**config.mk**
```make
export PLATFORM = sky130hd
export DESIGN_NAME = vga_timing_pattern_gen_flat
export DESIGN_NICKNAME = d
export VERILOG_FILES = /design/src/rtl/vga_timing_pkg.sv /design/src/rtl/vga_timing_pattern_gen_if.sv /design/src/rtl/vga_sync_counter.sv /design/src/rtl/vga_timing_pattern_gen.sv /design/src/flat_wrapper.sv
export SDC_FILE = /design/constraint.sdc
export NUM_CORES = 1
export LEC_CHECK = 0
export CAP_MARGIN = 25
export CORE_UTILIZATION = 40
export DETAILED_ROUTE_END_ITERATION = 7
export PLACE_DENSITY_LB_ADDON = 0.12
export SLEW_MARGIN = 20
export SYNTH_ARGS = -nofsm -noshare
export SYNTH_HDL_FRONTEND = slang
export SYNTH_SLANG_ARGS = --single-unit
```
**constraint.sdc**
```tcl
create_clock -name clk65M -period 3.8 [get_ports clk65M]
set_input_delay 1.14 -clock clk65M [delete_from_list [all_inputs] [get_ports clk65M]]
set_output_delay 1.14 -clock clk65M [all_outputs]
set_load 0.005 [all_outputs]
```
**src/rtl/vga_timing_pkg.sv**
```systemverilog
// Shared constants and helpers for the VGA timing / test-pattern generator.
package vga_timing_pkg;

  // Pattern select codes; codes 5..7 give black with de still asserted.
  localparam logic [2:0] MODE_GRAD  = 3'd0;
  localparam logic [2:0] MODE_BARS  = 3'd1;
  localparam logic [2:0] MODE_CHECK = 3'd2;
  localparam logic [2:0] MODE_GRID  = 3'd3;
  localparam logic [2:0] MODE_SOLID = 3'd4;

  // Bar index -> {r,g,b} full-scale flags.
  // Order: white, yellow, cyan, green, magenta, red, blue, black.
  function automatic logic [2:0] bar_rgb_flags(input logic [2:0] idx);
    logic [2:0] f;
    case (idx)
      3'd0:    f = 3'b111;
      3'd1:    f = 3'b110;
      3'd2:    f = 3'b011;
      3'd3:    f = 3'b010;
      3'd4:    f = 3'b101;
      3'd5:    f = 3'b100;
      3'd6:    f = 3'b001;
      default: f = 3'b000;
    endcase
    return f;
  endfunction

  // Clocks per line / lines per frame from the four region widths.
  function automatic int raster_total(input int act, input int fp, input int sync, input int bp);
    return act + fp + sync + bp;
  endfunction

endpackage

```
**src/rtl/vga_timing_pattern_gen_if.sv**
```systemverilog
// Control inputs and video outputs of the pattern generator.
// master = generator side, slave = consumer (DAC pins / framebuffer logic).
interface vga_timing_pattern_gen_if #(
  parameter int COLOR_W = 8,
  parameter int X_W     = 10,
  parameter int Y_W     = 10
);
  logic                 en;
  logic [2:0]           mode;
  logic [3*COLOR_W-1:0] solid_rgb;
  logic                 vga_hs;
  logic                 vga_vs;
  logic                 vga_de;
  logic [COLOR_W-1:0]   vga_r;
  logic [COLOR_W-1:0]   vga_g;
  logic [COLOR_W-1:0]   vga_b;
  logic [X_W-1:0]       pix_x;
  logic [Y_W-1:0]       pix_y;
  logic                 frame_start;
  logic                 line_start;

  modport master (
    input  en, mode, solid_rgb,
    output vga_hs, vga_vs, vga_de, vga_r, vga_g, vga_b,
           pix_x, pix_y, frame_start, line_start
  );

  modport slave (
    output en, mode, solid_rgb,
    input  vga_hs, vga_vs, vga_de, vga_r, vga_g, vga_b,
           pix_x, pix_y, frame_start, line_start
  );
endinterface

```
**src/rtl/vga_sync_counter.sv**
```systemverilog
// Raster counters plus combinational sync/de/strobe decode.
// Everything here is pre-register; the top owns the output flops.
module vga_sync_counter import vga_timing_pkg::*; #(
  parameter int H_ACTIVE = 1024,
  parameter int H_FP     = 24,
  parameter int H_SYNC   = 136,
  parameter int H_BP     = 160,
  parameter int V_ACTIVE = 768,
  parameter int V_FP     = 3,
  parameter int V_SYNC   = 6,
  parameter int V_BP     = 29,
  parameter int HS_POL   = 0,
  parameter int VS_POL   = 0,
  localparam int H_TOTAL = raster_total(H_ACTIVE, H_FP, H_SYNC, H_BP),
  localparam int V_TOTAL = raster_total(V_ACTIVE, V_FP, V_SYNC, V_BP),
  localparam int HC_W    = $clog2(H_TOTAL),
  localparam int VC_W    = $clog2(V_TOTAL)
) (
  input  logic            clk65M,
  input  logic            rstn,
  input  logic            i_en,
  output logic [HC_W-1:0] o_hcnt,
  output logic [VC_W-1:0] o_vcnt,
  output logic            o_hs,
  output logic            o_vs,
  output logic            o_de,
  output logic            o_frame_start,
  output logic            o_line_start,
  output logic            o_line_end
);
  localparam logic [HC_W-1:0] H_LAST = HC_W'(H_TOTAL - 1);
  localparam logic [VC_W-1:0] V_LAST = VC_W'(V_TOTAL - 1);
  localparam logic [HC_W-1:0] H_ACT  = HC_W'(H_ACTIVE);
  localparam logic [VC_W-1:0] V_ACT  = VC_W'(V_ACTIVE);
  localparam logic [HC_W-1:0] HS_BEG = HC_W'(H_ACTIVE + H_FP);
  localparam logic [HC_W-1:0] HS_END = HC_W'(H_ACTIVE + H_FP + H_SYNC - 1);
  localparam logic [VC_W-1:0] VS_BEG = VC_W'(V_ACTIVE + V_FP);
  localparam logic [VC_W-1:0] VS_END = VC_W'(V_ACTIVE + V_FP + V_SYNC - 1);
  localparam logic            HS_ON  = (HS_POL != 0);
  localparam logic            VS_ON  = (VS_POL != 0);

  logic [HC_W-1:0] r_hcnt;
  logic [VC_W-1:0] r_vcnt;
  logic            w_h_act, w_v_act, w_hs_on, w_vs_on, w_origin;

  // Raster position; en low parks it at the origin so a restart begins at (0,0).
  always_ff @(posedge clk65M or negedge rstn) begin
    if (!rstn) begin
      r_hcnt <= '0;
      r_vcnt <= '0;
    end else if (!i_en) begin
      r_hcnt <= '0;
      r_vcnt <= '0;
    end else if (r_hcnt == H_LAST) begin
      r_hcnt <= '0;
      r_vcnt <= (r_vcnt == V_LAST) ? '0 : r_vcnt + 1'b1;
    end else begin
      r_hcnt <= r_hcnt + 1'b1;
    end
  end

  assign w_h_act  = (r_hcnt < H_ACT);
  assign w_v_act  = (r_vcnt < V_ACT);
  assign w_hs_on  = (r_hcnt >= HS_BEG) && (r_hcnt <= HS_END);
  // vcnt only moves at hcnt wrap, so vsync edges land on line boundaries.
  assign w_vs_on  = (r_vcnt >= VS_BEG) && (r_vcnt <= VS_END);
  assign w_origin = (r_hcnt == '0) && (r_vcnt == '0);

  assign o_hcnt        = r_hcnt;
  assign o_vcnt        = r_vcnt;
  assign o_hs          = (i_en && w_hs_on) ? HS_ON : ~HS_ON;
  assign o_vs          = (i_en && w_vs_on) ? VS_ON : ~VS_ON;
  assign o_de          = i_en && w_h_act && w_v_act;
  assign o_frame_start = i_en && w_origin;
  assign o_line_start  = i_en && (r_hcnt == '0) && w_v_act;
  assign o_line_end    = (r_hcnt == H_LAST);

endmodule

```
**src/rtl/vga_timing_pattern_gen.sv**
```systemverilog
// VGA raster timing master with frame-synchronous test patterns.
// All outputs come from one register stage fed by the same counter state.
module vga_timing_pattern_gen import vga_timing_pkg::*; #(
  parameter int H_ACTIVE = 1024,
  parameter int H_FP     = 24,
  parameter int H_SYNC   = 136,
  parameter int H_BP     = 160,
  parameter int V_ACTIVE = 768,
  parameter int V_FP     = 3,
  parameter int V_SYNC   = 6,
  parameter int V_BP     = 29,
  parameter int HS_POL   = 0,
  parameter int VS_POL   = 0,
  parameter int COLOR_W  = 8,
  parameter int NUM_BARS = 8,
  localparam int X_W     = $clog2(H_ACTIVE),
  localparam int Y_W     = $clog2(V_ACTIVE),
  localparam int HC_W    = $clog2(raster_total(H_ACTIVE, H_FP, H_SYNC, H_BP)),
  localparam int VC_W    = $clog2(raster_total(V_ACTIVE, V_FP, V_SYNC, V_BP)),
  localparam int BAR_W   = H_ACTIVE / NUM_BARS,
  localparam int BC_W    = (BAR_W > 1) ? $clog2(BAR_W) : 1
) (
  input  logic clk65M,
  input  logic rstn,
  vga_timing_pattern_gen_if.master bus
);
  localparam logic            HS_IDLE  = (HS_POL == 0);
  localparam logic            VS_IDLE  = (VS_POL == 0);
  localparam logic [BC_W-1:0] BAR_LAST = BC_W'(BAR_W - 1);
  localparam logic [HC_W-1:0] X_LAST   = HC_W'(H_ACTIVE - 1);
  localparam logic [VC_W-1:0] Y_LAST   = VC_W'(V_ACTIVE - 1);

  logic [HC_W-1:0]      w_hcnt;
  logic [VC_W-1:0]      w_vcnt;
  logic                 w_hs, w_vs, w_de, w_fs, w_ls, w_line_end;
  logic [2:0]           w_mode, w_bar_flags;
  logic [5:0]           w_x6, w_y6;
  logic                 w_grid_on;
  logic [3*COLOR_W-1:0] w_rgb;

  logic [2:0]           r_mode_q;
  logic [BC_W-1:0]      r_bar_cnt;
  logic [2:0]           r_bar_idx;
  logic                 r_hs, r_vs, r_de, r_fs, r_ls;
  logic [3*COLOR_W-1:0] r_rgb;
  logic [X_W-1:0]       r_pix_x;
  logic [Y_W-1:0]       r_pix_y;

  vga_sync_counter #(
    .H_ACTIVE(H_ACTIVE), .H_FP(H_FP), .H_SYNC(H_SYNC), .H_BP(H_BP),
    .V_ACTIVE(V_ACTIVE), .V_FP(V_FP), .V_SYNC(V_SYNC), .V_BP(V_BP),
    .HS_POL(HS_POL), .VS_POL(VS_POL)
  ) u_sync (
    .clk65M        (clk65M),
    .rstn          (rstn),
    .i_en          (bus.en),
    .o_hcnt        (w_hcnt),
    .o_vcnt        (w_vcnt),
    .o_hs          (w_hs),
    .o_vs          (w_vs),
    .o_de          (w_de),
    .o_frame_start (w_fs),
    .o_line_start  (w_ls),
    .o_line_end    (w_line_end)
  );

  // Latch the pattern select only at the raster origin.
  always_ff @(posedge clk65M or negedge rstn) begin
    if (!rstn)                              r_mode_q <= '0;
    else if (w_hcnt == '0 && w_vcnt == '0)  r_mode_q <= bus.mode;
  end

  // Pixel (0,0) already belongs to the new frame, so it sees the live mode.
  assign w_mode = (w_hcnt == '0 && w_vcnt == '0) ? bus.mode : r_mode_q;

  // Colour-bar position tracked by a width sub-counter instead of x / BAR_W.
  always_ff @(posedge clk65M or negedge rstn) begin
    if (!rstn) begin
      r_bar_cnt <= '0;
      r_bar_idx <= '0;
    end else if (!bus.en || w_line_end) begin
      r_bar_cnt <= '0;
      r_bar_idx <= '0;
    end else if (w_de) begin
      if (r_bar_cnt == BAR_LAST) begin
        r_bar_cnt <= '0;
        r_bar_idx <= r_bar_idx + 1'b1;
      end else begin
        r_bar_cnt <= r_bar_cnt + 1'b1;
      end
    end
  end

  assign w_bar_flags = bar_rgb_flags(r_bar_idx);
  assign w_x6        = 6'(w_hcnt);
  assign w_y6        = 6'(w_vcnt);
  assign w_grid_on   = (w_x6 == '0) || (w_y6 == '0) || (w_hcnt == X_LAST) || (w_vcnt == Y_LAST);

  // Pattern colour for the current counter position; blanking forces black.
  always_comb begin
    w_rgb = '0;
    case (w_mode)
      MODE_GRAD:  w_rgb = {3{COLOR_W'(w_hcnt)}};
      MODE_BARS:  w_rgb = {{COLOR_W{w_bar_flags[2]}}, {COLOR_W{w_bar_flags[1]}},
                           {COLOR_W{w_bar_flags[0]}}};
      MODE_CHECK: w_rgb = {(3*COLOR_W){w_x6[5] ^ w_y6[5]}};
      MODE_GRID:  w_rgb = {(3*COLOR_W){w_grid_on}};
      MODE_SOLID: w_rgb = bus.solid_rgb;
      default:    w_rgb = '0;
    endcase
    if (!w_de) w_rgb = '0;
  end

  // Output stage; pixel coordinates hold their last active value in blanking.
  always_ff @(posedge clk65M or negedge rstn) begin
    if (!rstn) begin
      r_hs    <= HS_IDLE;
      r_vs    <= VS_IDLE;
      r_de    <= 1'b0;
      r_fs    <= 1'b0;
      r_ls    <= 1'b0;
      r_rgb   <= '0;
      r_pix_x <= '0;
      r_pix_y <= '0;
    end else begin
      r_hs  <= w_hs;
      r_vs  <= w_vs;
      r_de  <= w_de;
      r_fs  <= w_fs;
      r_ls  <= w_ls;
      r_rgb <= w_rgb;
      if (w_de) begin
        r_pix_x <= w_hcnt[X_W-1:0];
        r_pix_y <= w_vcnt[Y_W-1:0];
      end
    end
  end

  assign bus.vga_hs      = r_hs;
  assign bus.vga_vs      = r_vs;
  assign bus.vga_de      = r_de;
  assign bus.vga_r       = r_rgb[3*COLOR_W-1:2*COLOR_W];
  assign bus.vga_g       = r_rgb[2*COLOR_W-1:COLOR_W];
  assign bus.vga_b       = r_rgb[COLOR_W-1:0];
  assign bus.pix_x       = r_pix_x;
  assign bus.pix_y       = r_pix_y;
  assign bus.frame_start = r_fs;
  assign bus.line_start  = r_ls;

endmodule
```
**src/flat_wrapper.sv**
```systemverilog
// flat-port wrapper written by rule: the top's interface ports become plain ports
module vga_timing_pattern_gen_flat import vga_timing_pkg::*;
#(
  parameter int H_ACTIVE = 1024,
  parameter int H_FP     = 24,
  parameter int H_SYNC   = 136,
  parameter int H_BP     = 160,
  parameter int V_ACTIVE = 768,
  parameter int V_FP     = 3,
  parameter int V_SYNC   = 6,
  parameter int V_BP     = 29,
  parameter int HS_POL   = 0,
  parameter int VS_POL   = 0,
  parameter int COLOR_W  = 8,
  parameter int NUM_BARS = 8,
  localparam int X_W     = $clog2(H_ACTIVE),
  localparam int Y_W     = $clog2(V_ACTIVE),
  localparam int HC_W    = $clog2(raster_total(H_ACTIVE, H_FP, H_SYNC, H_BP)),
  localparam int VC_W    = $clog2(raster_total(V_ACTIVE, V_FP, V_SYNC, V_BP)),
  localparam int BAR_W   = H_ACTIVE / NUM_BARS,
  localparam int BC_W    = (BAR_W > 1) ? $clog2(BAR_W) : 1
)
  (clk65M, rstn, bus_en, bus_mode, bus_solid_rgb, bus_vga_hs, bus_vga_vs, bus_vga_de, bus_vga_r, bus_vga_g, bus_vga_b, bus_pix_x, bus_pix_y, bus_frame_start, bus_line_start);
  vga_timing_pattern_gen_if #(.COLOR_W(COLOR_W)) bus_i ();
  input  logic clk65M;
  input  logic rstn;
  input wire logic [$bits(bus_i.en)-1:0] bus_en;
  input wire logic [$bits(bus_i.mode)-1:0] bus_mode;
  input wire logic [$bits(bus_i.solid_rgb)-1:0] bus_solid_rgb;
  output wire logic [$bits(bus_i.vga_hs)-1:0] bus_vga_hs;
  output wire logic [$bits(bus_i.vga_vs)-1:0] bus_vga_vs;
  output wire logic [$bits(bus_i.vga_de)-1:0] bus_vga_de;
  output wire logic [$bits(bus_i.vga_r)-1:0] bus_vga_r;
  output wire logic [$bits(bus_i.vga_g)-1:0] bus_vga_g;
  output wire logic [$bits(bus_i.vga_b)-1:0] bus_vga_b;
  output wire logic [$bits(bus_i.pix_x)-1:0] bus_pix_x;
  output wire logic [$bits(bus_i.pix_y)-1:0] bus_pix_y;
  output wire logic [$bits(bus_i.frame_start)-1:0] bus_frame_start;
  output wire logic [$bits(bus_i.line_start)-1:0] bus_line_start;
  assign bus_i.en = bus_en;
  assign bus_i.mode = bus_mode;
  assign bus_i.solid_rgb = bus_solid_rgb;
  assign bus_vga_hs = bus_i.vga_hs;
  assign bus_vga_vs = bus_i.vga_vs;
  assign bus_vga_de = bus_i.vga_de;
  assign bus_vga_r = bus_i.vga_r;
  assign bus_vga_g = bus_i.vga_g;
  assign bus_vga_b = bus_i.vga_b;
  assign bus_pix_x = bus_i.pix_x;
  assign bus_pix_y = bus_i.pix_y;
  assign bus_frame_start = bus_i.frame_start;
  assign bus_line_start = bus_i.line_start;
  vga_timing_pattern_gen #(.H_ACTIVE(H_ACTIVE), .H_FP(H_FP), .H_SYNC(H_SYNC), .H_BP(H_BP), .V_ACTIVE(V_ACTIVE), .V_FP(V_FP), .V_SYNC(V_SYNC), .V_BP(V_BP), .HS_POL(HS_POL), .VS_POL(VS_POL), .COLOR_W(COLOR_W), .NUM_BARS(NUM_BARS)) u_core (.clk65M(clk65M), .rstn(rstn), .bus(bus_i));
endmodule
```
# ---- Word level (Yosys, flattened, before mapping)
# Cells that the tools add are included.
dict set report totals {
  ff_bits 83
  out_inout_bits 49
  elab_cells 81
}
dict set report classes {
  add_sub_neg 4
  n_lt_le_gt_ge 6
  eq_ne 16
  muxes 17
  bitwise_logic 1
  n_reduce_logical 24
}
# op n
set ops {}
lappend ops {{$pmux 24 s5} 1}
lappend ops {{$mux 10} 3}
lappend ops {{$mux 24} 1}
lappend ops {{$mux 11} 2}
lappend ops {{$mux 7} 3}
lappend ops {{$pmux 3 s7} 1}
lappend ops {{$eq 10x10->1 const B} 2}
lappend ops {{$eq 3x2->1 const B} 4}
lappend ops {{$eq 3x3->1 const B} 4}
lappend ops {{$logic_not 6->1} 2}
lappend ops {{$mux 3} 4}
lappend ops {{$add 11x1->11 const B} 1}
lappend ops {{$eq 11x10->1 const B} 1}
lappend ops {{$eq 11x11->1 const B} 1}
lappend ops {{$ge 11x11->1 const B} 1}
lappend ops {{$le 11x11->1 const B} 1}
lappend ops {{$logic_not 11->1} 1}
lappend ops {{$lt 11x11->1 const B} 1}
lappend ops {{$add 10x1->10 const B} 1}
lappend ops {{$ge 10x10->1 const B} 1}
lappend ops {{$le 10x10->1 const B} 1}
lappend ops {{$logic_and 1x1->1} 10}
lappend ops {{$logic_not 10->1} 1}
lappend ops {{$lt 10x10->1 const B} 1}
lappend ops {{other kinds (12)} 19}

# ---- Depth between registers and ports, before layout
dict set report depth {
  depth_word 6
  ltp_mapped 9
  mapped_depth_nobuf 8
}

# ---- Hierarchy
# A second synthesis with hierarchy kept.
dict set report hier_totals {
  cells_unflattened 394
  hier_area_um2 4154.0
}
# mod n_inst cells_per_inst area_per_inst_um2 seq_area_each_um2
set by_module_without_submodules {}
lappend by_module_without_submodules {vga_timing_pattern_gen 1 235 2816.5 1554.0}
lappend by_module_without_submodules {vga_sync_counter 1 159 1337.5 525.5}

# ---- Least setup slack after synthesis
# OpenSTA, ideal clock, no wires.
dict set report synth_path {
  path_type {input to register}
  from {in bus_en}
  to {reg u_core.r_pix_y[5] (netlist: u_core.bus.pix_y[5])}
  setup_time_ns 0.065
  t_arrival_ns 2.352
  setup_slack_ns 1.383
  cell_stages 8
  n_path_buf 3
  path_cell_list {nand2_1 or2_2 clkbuf_1 inv_1 clkbuf_1 clkbuf_1 nand2_1 nand2_1}
}
dict set report synth_via {
  elab_chain_cells 2
}
# element line_no
set synth_rtl {}
lappend synth_rtl {{start, declared} flat_wrapper.sv:27} ;# input wire logic [$bits(bus_i.en)-1:0] bus_en;
lappend synth_rtl {{$logic_and 1x1->1 (2 in a row)} vga_sync_counter.sv:73} ;# assign o_de = i_en && w_h_act && w_v_act;
lappend synth_rtl {{via u_core.u_sync.o_de} vga_sync_counter.sv:26} ;# output logic o_de,
lappend synth_rtl {{end signal, assigned} vga_timing_pattern_gen.sv:134} ;# r_pix_y <= w_vcnt[Y_W-1:0];
lappend synth_rtl {{end, declared} vga_timing_pattern_gen.sv:47} ;# logic [Y_W-1:0] r_pix_y;
# The timed path passes the listed nets, and every way through them passes these cells.
# A chain may end at the register's enable or synchronous reset.

# ---- Final worst setup path
dict set report layout_path {
  from {in bus_en}
  to {reg u_core.r_rgb[21]}
}
dict set report layout_via {
  elab_chain_cells 3
}
# element line_no
set layout_rtl {}
lappend layout_rtl {{$logic_and 1x1->1 (2 in a row)} vga_sync_counter.sv:73}
lappend layout_rtl {{$mux 24} vga_timing_pattern_gen.sv:111} ;# if (!w_de) w_rgb = '0;
lappend layout_rtl {{via u_core.w_rgb[21]} vga_timing_pattern_gen.sv:39} ;# logic [3*COLOR_W-1:0] w_rgb;
lappend layout_rtl {{end signal, assigned} vga_timing_pattern_gen.sv:131} ;# r_rgb <= w_rgb;
lappend layout_rtl {{end, declared} vga_timing_pattern_gen.sv:45} ;# logic [3*COLOR_W-1:0] r_rgb;
# The timed path passes the listed nets, and every way through them passes these cells.

==> reports/qor.yml <==
placement:
  place_congestion: 0.847
  io_buffers: 78
  dp_slack_ns: 0.726
  placed_area_um2: 5110
  dpl.hpwl_mm: 7.33
worst_setup_path:
  path_class: "input pin to flip-flop"
  arrival_ns: 2.97
  r2r_end: "u_core.r_rgb[21]"
  end_kind: "flip-flop"
  rr_startpoint: "u_core.u_sync.o_hcnt[7]"
  crit_chain: "clkdlybuf4s50_1 -> nand2_1 -> or2_2 -> inv_1 -> o21ai_1 -> buf_4 -> a31oi_1"
  cp.required_ns: 4.08
  startpoint_type: "input pin"
  cp_max_fo: 24
  r2r_cells: 6
  crit_slowest_cell: "clkdlybuf4s50_1"
  slowest_delay_ns: 0.49
  rrSetupSlack_ns: 1.12
logic_synthesis:
  synth_top_cell_by_area: "dfrtp_1"
  ys_warn_count: 0
  ys.flop_type: "dfrtp_1"
  synth_area_um2: 4260
  yosys-top-cells-area: "dfrtp_1, nand2_1, a31oi_1, and3_1, ha_1"
  synth_top_cell_area_share_pct: 47.6
  ys_ff_latch: 83
  syn_inst: 450
  avgSynthCellArea_um2: 9.46
  synth-edff-count: 0
  synth_nets: 491
  synthDistinctLibCells: 57
  synthArstFlopShare_pct: 100
  seq_area_frac_synth_pct: 48.8
sta:
  skew_ns: 0.00901
  tightestPinTransition_ns: 0.820
  finalSetupViolCount: 0
  fmax_mhz: 372
  slew_viol_final: 0
  worst_slack_ns: 1.11
  tns_ns: 0
  fin_crit_sh_pct: 70.8
  final_hold_viol_count: 0
  min_period_ns: 2.69
  rsz0062_at_grt: "no"
  max_slew_margin_pct: 44.2
  timing.hold.ws_ns: 0.485
cts:
  root_buffer: "clkbuf_8"
  cts_tree: "yes"
  clk_pin_slew_worst_paths_ns: 0.09
  cts_hold_buf: 0
  postCtsSetupBuffers: 0
  cts_resized: 0
  clk_latency_ns: 0.36
  cts_buffers: 9
  cts_buffer_depth: 2
  cts_max_level: 3
  clock-sinks: 83
die:
  fp.coreArea_um2: 10300
  io_pins: 79
  die_y_um: 105
  die_area_um2: 11100
  rows: 37
  die_w_um: 105
  start_util_pct: 41.2
drt:
  drtPass1Iterations: 4
  detail_route.wl_per_cell_um: 15.7
  dr_total_vias: 3508
  drt_iter0_markers: 240
  drc: 0
  antenna_left: 0
  vias_per_cell: 5.32
  wirelength_mm: 10.3
status:
  status: "finished, final reports clean"
grt:
  grt_overflow_total: 0
  track_usage_pct: 19.9
  antenna_found_initial: 0
  grt_pass1_wl_mm: 17.2
  grt_max_degree: 84
  first_global_vias: 3334
layout:
  final_common_cell: "nand2_1"
  layout_common_cells: "nand2_1, dfrtp_1, clkdlybuf4s50_1"
  drive_gt1_share_pct: 8.03
  nets: 559
  layout-area-overhead-vs-synth_pct: 24.7
  design_area_um2: 5310
  antenna_cells: 0
flow_run:
  cap_viol_max_count: 0
worst_hold_path:
  min_from: "u_core.bus.pix_y[9]"
  holdPathStages: 2
  hold_path.class: "flip-flop to flip-flop"
  holdPathEnd: "u_core.bus.pix_y[9]"
power_and_ir_drop:
  cellPowerDensity_nw_per_um2: 431
  p_total_w: 0.00229
  p_leak_nw: 2.36
  vdd_ir_drop_max_v: 0.000209
-- layer usage --
layer  wire length, um  global-route usage, %
met2              4750                   31.3
met4                98                   5.73
met1              5000                   28.2
met5                 0                      0
met3               487                   3.37
-- power breakdown --
part / internal, W / switching (W)
clock network: 0.000283 / 0.000350
logic: 0.000296 / 0.000330
registers: 0.000974 / 0.0000565
-- how the worst max path moves through the flow --
stage | start | slack (ns) | to
global route | u_core.u_sync.o_hcnt[7] | 0.91 | u_core.r_rgb[10]
finish | bus_en | 1.11 | u_core.r_rgb[21]
detailed placement | bus_en | 0.73 | u_core.r_rgb[22]
global placement | bus_en | 0.75 | u_core.r_bar_idx[1]
CTS | bus_en | 1.11 | u_core.r_rgb[22]
floorplan | bus_en | 1.38 | u_core.bus.pix_y[5]
-- final cells by class --
| cell class | instances | area [um2] |
|---|---|---|
| tap | 136 | 170 |
| timing repair buffer | 83 | 820 |
| fill | 940 | 5010 |
| sequential | 83 | 2080 |
| multi-input combinational | 328 | 1990 |
| inverter | 13 | 48.8 |
| clock inverter | 5 | 45.0 |
| clock buffer | 11 | 151 |
-- cell usage after synthesis, drive strengths merged (5+ instances only) --
library cell  count
nand2            95
dfrtp            81
o21ai            29
a31oi            25
nor2             25
and3             24
nand3            16
o31ai            14
buf              13
clkbuf           13
inv              13
a21oi            11
ha               11
nor4              8
xnor2             7
a21boi            6
xor2              6
and2              5
nor3              5
-- state kept, by name (all words and copies together), names as in the netlist --
name	cells
u_core.r_rgb	24
u_core.u_sync.o_hcnt	11
u_core.bus.pix_x	10
u_core.bus.pix_y	10
u_core.u_sync.o_vcnt	10
u_core.r_bar_cnt	7
u_core.r_bar_idx	3
u_core.r_mode_q	3
u_core.bus.frame_start	1
u_core.bus.line_start	1
u_core.bus.vga_de	1
u_core.bus.vga_hs	1
u_core.bus.vga_vs	1
-- worst max-delay path, delay by kind of cell --
kind                   cells  cell delay, ns
buffers and inverters      3            1.03
and+or+nand+nor            2            0.49
AOI/OAI and AO/OA          2            0.28
-- cell families after synthesis --
group | count (synthesis) | synth area share, %
and+or+nand+nor | 202 | 23.9
muxes | 4 | 1.32
xor gates and xnor gates | 13 | 2.67
AOI/OAI and AO/OA | 98 | 15.8
buffers and inverters | 39 | 4.32
DFF | 83 | 48.8
adders and majority gates | 11 | 3.23
-- through the flow --
stage,instances,util (%)
2_1_floorplan,450,-
3_3_place_gp,643,49.5
3_5_place_dp,643,49.5
4_1_cts,659,51.4
5_1_grt,659,51.4
6_report,659,51.4
(Power assumes the default switching activity.)
